<file path="src/rtl/reboot_ctrl.sv">
// reboot_ctrl: keyed reboot requester, drives rst_req or SB_WARMBOOT pins after a hold-off
// Define REBOOT_WDT_EN to add a watchdog that raises the same request on its own.
module reboot_ctrl #(
    parameter int         DELAY_CYCLES = 1024,
    parameter int         PULSE_CYCLES = 16,
    parameter logic [7:0] KEY          = 8'hA5,
    parameter int         WDT_CYCLES   = 1048576
) (
    input  logic       clk,
    input  logic       rst,
    input  logic       req_stb,
    input  logic [7:0] req_key,
    input  logic       req_boot,
    input  logic [1:0] req_sel,
    input  logic       kick,
    output logic       busy,
    output logic       err,
    output logic       rst_req,
    output logic       wb_boot,
    output logic [1:0] wb_sel,
    output logic       wdt_fired
);
    localparam int DP   = DELAY_CYCLES > PULSE_CYCLES ? DELAY_CYCLES : PULSE_CYCLES;
    localparam int MAXC = DP > WDT_CYCLES ? DP : WDT_CYCLES;
    localparam int CW   = MAXC > 1 ? $clog2(MAXC) : 1;
    localparam logic [CW-1:0] DLY_LD = CW'(DELAY_CYCLES - 1);
    localparam logic [CW-1:0] PLS_LD = CW'(PULSE_CYCLES - 1);

    typedef enum logic [1:0] {IDLE, DELAY, PULSE, HOLD} state_t;

    state_t        state, state_nx;
    logic [CW-1:0] cnt, cnt_nx;
    logic          mode, mode_nx;
    logic [1:0]    sel_nx;
    logic          busy_nx, err_nx, rst_req_nx, wb_boot_nx, fired_nx;
    logic          req_ok, expire;

    assign req_ok = req_stb && req_key == KEY && state == IDLE;

`ifdef REBOOT_WDT_EN
    localparam logic [CW-1:0] WDT_LD = CW'(WDT_CYCLES - 1);
    logic          armed;
    logic [CW-1:0] wdt_cnt;
    assign expire = armed && wdt_cnt == '0 && state == IDLE;
    // Watchdog only runs in IDLE; it is frozen for the rest of the sequence.
    always_ff @(posedge clk) begin
        if (rst) begin
            armed   <= 1'b0;
            wdt_cnt <= '0;
        end else if (state == IDLE) begin
            if (kick) begin
                armed   <= 1'b1;
                wdt_cnt <= WDT_LD;
            end else if (armed && wdt_cnt != '0) begin
                wdt_cnt <= wdt_cnt - CW'(1);
            end
        end
    end
`else
    logic unused_kick;
    assign unused_kick = kick;
    assign expire      = 1'b0;
`endif

    always_ff @(posedge clk) begin
        if (rst) begin
            state     <= IDLE;
            cnt       <= '0;
            mode      <= 1'b0;
            wb_sel    <= 2'b00;
            busy      <= 1'b0;
            err       <= 1'b0;
            rst_req   <= 1'b0;
            wb_boot   <= 1'b0;
            wdt_fired <= 1'b0;
        end else begin
            state     <= state_nx;
            cnt       <= cnt_nx;
            mode      <= mode_nx;
            wb_sel    <= sel_nx;
            busy      <= busy_nx;
            err       <= err_nx;
            rst_req   <= rst_req_nx;
            wb_boot   <= wb_boot_nx;
            wdt_fired <= fired_nx;
        end
    end

    // A valid strobe beats a simultaneous watchdog expiry.
    always_comb begin
        state_nx = state;
        cnt_nx   = cnt;
        mode_nx  = mode;
        sel_nx   = wb_sel;
        fired_nx = wdt_fired;
        case (state)
            IDLE: if (req_ok || expire) begin
                state_nx = DELAY;
                cnt_nx   = DLY_LD;
                mode_nx  = req_ok ? req_boot : 1'b0;
                sel_nx   = req_ok ? req_sel : wb_sel;
                fired_nx = !req_ok;
            end
            DELAY: begin
                state_nx = cnt == '0 ? PULSE : DELAY;
                cnt_nx   = cnt == '0 ? PLS_LD : cnt - CW'(1);
            end
            PULSE: begin
                state_nx = cnt == '0 ? HOLD : PULSE;
                cnt_nx   = cnt == '0 ? cnt : cnt - CW'(1);
            end
            HOLD: ;
            default: state_nx = IDLE;
        endcase
    end

    // Outputs are decoded from the next state so the registers line up with it.
    always_comb begin
        busy_nx    = state_nx != IDLE;
        rst_req_nx = state_nx == PULSE && !mode_nx;
        wb_boot_nx = state_nx == PULSE && mode_nx;
        err_nx     = req_stb && !req_ok;
    end
endmodule
</file>
<file path="config.mk">
export PLATFORM = sky130hd
export DESIGN_NAME = reboot_ctrl
export DESIGN_NICKNAME = d
export VERILOG_FILES = /design/src/rtl/reboot_ctrl.sv
export SDC_FILE = /design/constraint.sdc
export NUM_CORES = 1
export LEC_CHECK = 0
export CAP_MARGIN = 20
export CORE_ASPECT_RATIO = 0.9
export CORE_MARGIN = 8
export CORE_UTILIZATION = 56
export CTS_CLUSTER_SIZE = 28
export DETAILED_ROUTE_END_ITERATION = 16
export DONT_BUFFER_PORTS = 1
export GPL_TIMING_DRIVEN = 1
export PLACE_DENSITY = 0.82
export SLEW_MARGIN = 10
export SYNTH_ARGS = -nofsm -noshare
export SYNTH_HDL_FRONTEND = slang
export SYNTH_SLANG_ARGS = --single-unit
</file>
<file path="constraint.sdc">
create_clock -name clk -period 2.28 [get_ports clk]
set_clock_uncertainty 0.1 [all_clocks]
set_input_delay 0.684 -clock clk [delete_from_list [all_inputs] [get_ports clk]]
set_output_delay 0.684 -clock clk [all_outputs]
set_load 0.02 [all_outputs]
</file>
==> results.toml <==
[timing]
hold_violations = 0
fin_crit_sh = 1.13
timing.hold.ws_ns = 0.284
fmax_mhz = 388
min_period_ns = 2.58
fin_ws_ns = -0.296
rsz0062_at_grt = "yes"
tns_ns = -5.20
setup_viol = 24
worst_slew_pin_slew_ns = 0.532
maxSlewHeadroom = 0.643
slew_violations = 0

[synthesis]
synth.yosys.seq_area_share = 0.355
ys_seq_elements = 30
postSynthAreaPerCell_um2 = 8.80
postSynthCellCount = 192
ys_async_sr_fraction = 0
synth.most_common_cell = "dfxtp_1"
yosys.cell_types.count = 49
synth_warnings = 0
yosysTopAreaCellShare = 0.355
synth_edf_count = 0
syn-num-nets = 212
yosys.area.top_type = "dfxtp_1"
synthFlopType = "dfxtp_1"
syn_area_um2 = 1690
ys_top_cells_by_area = "dfxtp_1 (36%), a211oi_1 (5.3%), or4_1 (4.4%), a21oi_1 (3.8%), ha_1 (3.7%)"
synth.top_cells.by_count = "dfxtp_1 (30), a21oi_1 (13), a211oi_1 (12), inv_1 (12)"

[finish]
fin_area_um2 = 2420
drive_gt1_frac = 0.470
num-fill-cells = 134
finalCoreUtilization = 0.816
areaGrowthSynthToFinish_pct = 43.4
antenna_cells = 0
finalNetCount = 251

[clocking]
clockRootBuffer = "clkbuf_4"
cts_tree = "built"
clkTransAtPathRegs_ns = 0.10
cts_made_buffers = 5
clock_latency_ns = 0.35
htree_levels = 2
clkSinkCount = 30
hold_buffers = 0
ctsLongestPathBuffers = 2

[worst_setup_path]
arrival_ns = 2.75
worstPathRequired_ns = 2.45
cp_max_fo = 3
slowest_stage = "or4_4"
endpoint_kind = "register"
critPathTopFamily = "simple AND/OR/NAND/NOR gates"
crit_buf_inv = 0
crit_top_cell = "or4_4"
critPathLaunchType = "register"
crit_type = "reg -> reg"
critPathMaxStageDelay_ns = 0.54
cp_cell_sequence = "or4_4 -> or4_4 -> or4_4 -> or3_1 -> a211oi_2"

[place]
gp_congestion = 0.903
dp_hpwl_um = 3100
place_area_um2 = 1910
portBuffers = 0

[detailed_routing]
num_vias = 2003
dr.pass1.iters = 5
route.detailed.drc = 0
ant_nets = 0
wire_per_inst_um = 24.7
finalWirelength_um = 6780
routed_via_density = 7.31
drtIter0Drc = 244

[job]
drv_cap = 0

[floorplan]
die_w_um = 73.9
initial_core_util = 0.569
die_h_um = 68.1
core_um2 = 2970
rows = 19
dieArea_um2 = 5030
io_pins = 22

[pwr]
ir_drop_v = 0.00134
cellLeakagePower_nw = 0.967
p_per_area_nw_per_um2 = 1560

[grt]
overflow = 0
antenna_found_initial = 0
grt_use_total = 0.216
grt_pass1_vias = 1835
grt_max_degree = 32
grt_first_pass_wirelength_um = 8480

[status]
status = "finished, violations left"
violations = "negative setup slack"

[worst_hold_path]
hold_class = "in -> reg"
[routing by layer]
layer  part of all wire  GRT usage  wire length (um)  vias up
met1               0.36      0.234              2470      926
met2               0.46      0.363              3130      193
met4              0.058      0.127               393        0
met5                  0          0                 0        -
li1                   -          -                 -      827
met3               0.12     0.0703               784       57
[cells in the final DEF, fill, tap and decap left out, types with 4 or more instances in the layout]
cell      netlist  routed
a211oi_2        1      12
a21oi_1        13       8
buf_4           1      31
buf_6           2       8
clkbuf_4        0       5
dfxtp_1        30      27
inv_1          12      11
nand2_1         5       5
nand3_1        10       9
nor2_1          7       7
nor4_1          4       4
o21ai_0         9       4
o31ai_1         6       5
or3_1           6       5
or4_1          10       7
or4_4           2       5
[where the power goes]
part	switching [mW]	total, mW	internal (mW)
clock	0.205	0.354	0.149
combinational	1.47	2.73	1.26
sequential	0.0911	0.706	0.615
total	1.77	3.79	2.03
[path summary, 6_finish.rpt]
check | from | cells after the start | end | slack, ns
hold / removal | rst | 1 | cnt[2] | 0.28
hold reg to reg | cnt[10] | 2 | cnt[10] | 0.42
setup / recovery | cnt[12] | 5 | cnt[19] | -0.30
setup reg to reg | cnt[12] | 5 | cnt[19] | -0.30
[kinds of logic after synthesis]
logic type / count (synthesis) / share of synthesized area
buf+inv: 24 / 0.0666
simple gates: 63 / 0.232
fa+ha+maj: 5 / 0.0370
compound gates: 67 / 0.292
flops: 30 / 0.355
mux: 2 / 0.0118
xor+xnor: 1 / 0.00518
[sequential cells by signal, indices dropped and copies added, names as in the netlist]
name and cells:
wb_sel 2, cnt 20, mode 1, rst_req 1, state 2, wb_boot 1
err 1, wdt_fired 1, busy 1
[per-stage QoR]
step | setup slack [ns] | std cells | power, mW
after floorplan | -0.179 | 192 | 1.87
after global placement | -0.172 | 251 | 2.38
after detailed placement | -0.269 | 251 | 2.47
after CTS | -0.223 | 266 | 3.18
after global routing | -0.342 | 274 | 3.93
final | -0.296 | 274 | 3.79
[what timing repair did]
item	4_1_cts	5_1_grt
resized for setup	29	35
setup endpoints to repair	21	24
pin swaps	18	21
gates cloned	0	3
setup buffers	7	5
hold endpoints to repair	0	0
[layout make-up]
type / instances / area, um^2 / area share
Tap cell: 42 / 52.6 / 0.0217
Clock inverter: 1 / 5.00 / 0.00206
Sequential cell: 30 / 604 / 0.249
Multi-Input combinational cell: 138 / 1240 / 0.513
Inverter: 12 / 45.0 / 0.0186
Clock buffer: 7 / 55.1 / 0.0227
Timing Repair Buffer: 44 / 418 / 0.172
[worst register-to-register path: stages (launching register included)]
cell      delay [ns]
dfxtp_2         0.33
or4_4           0.54
or4_4           0.45
or4_4           0.50
or3_1           0.35
a211oi_2        0.24
(Power assumes the default switching activity.)
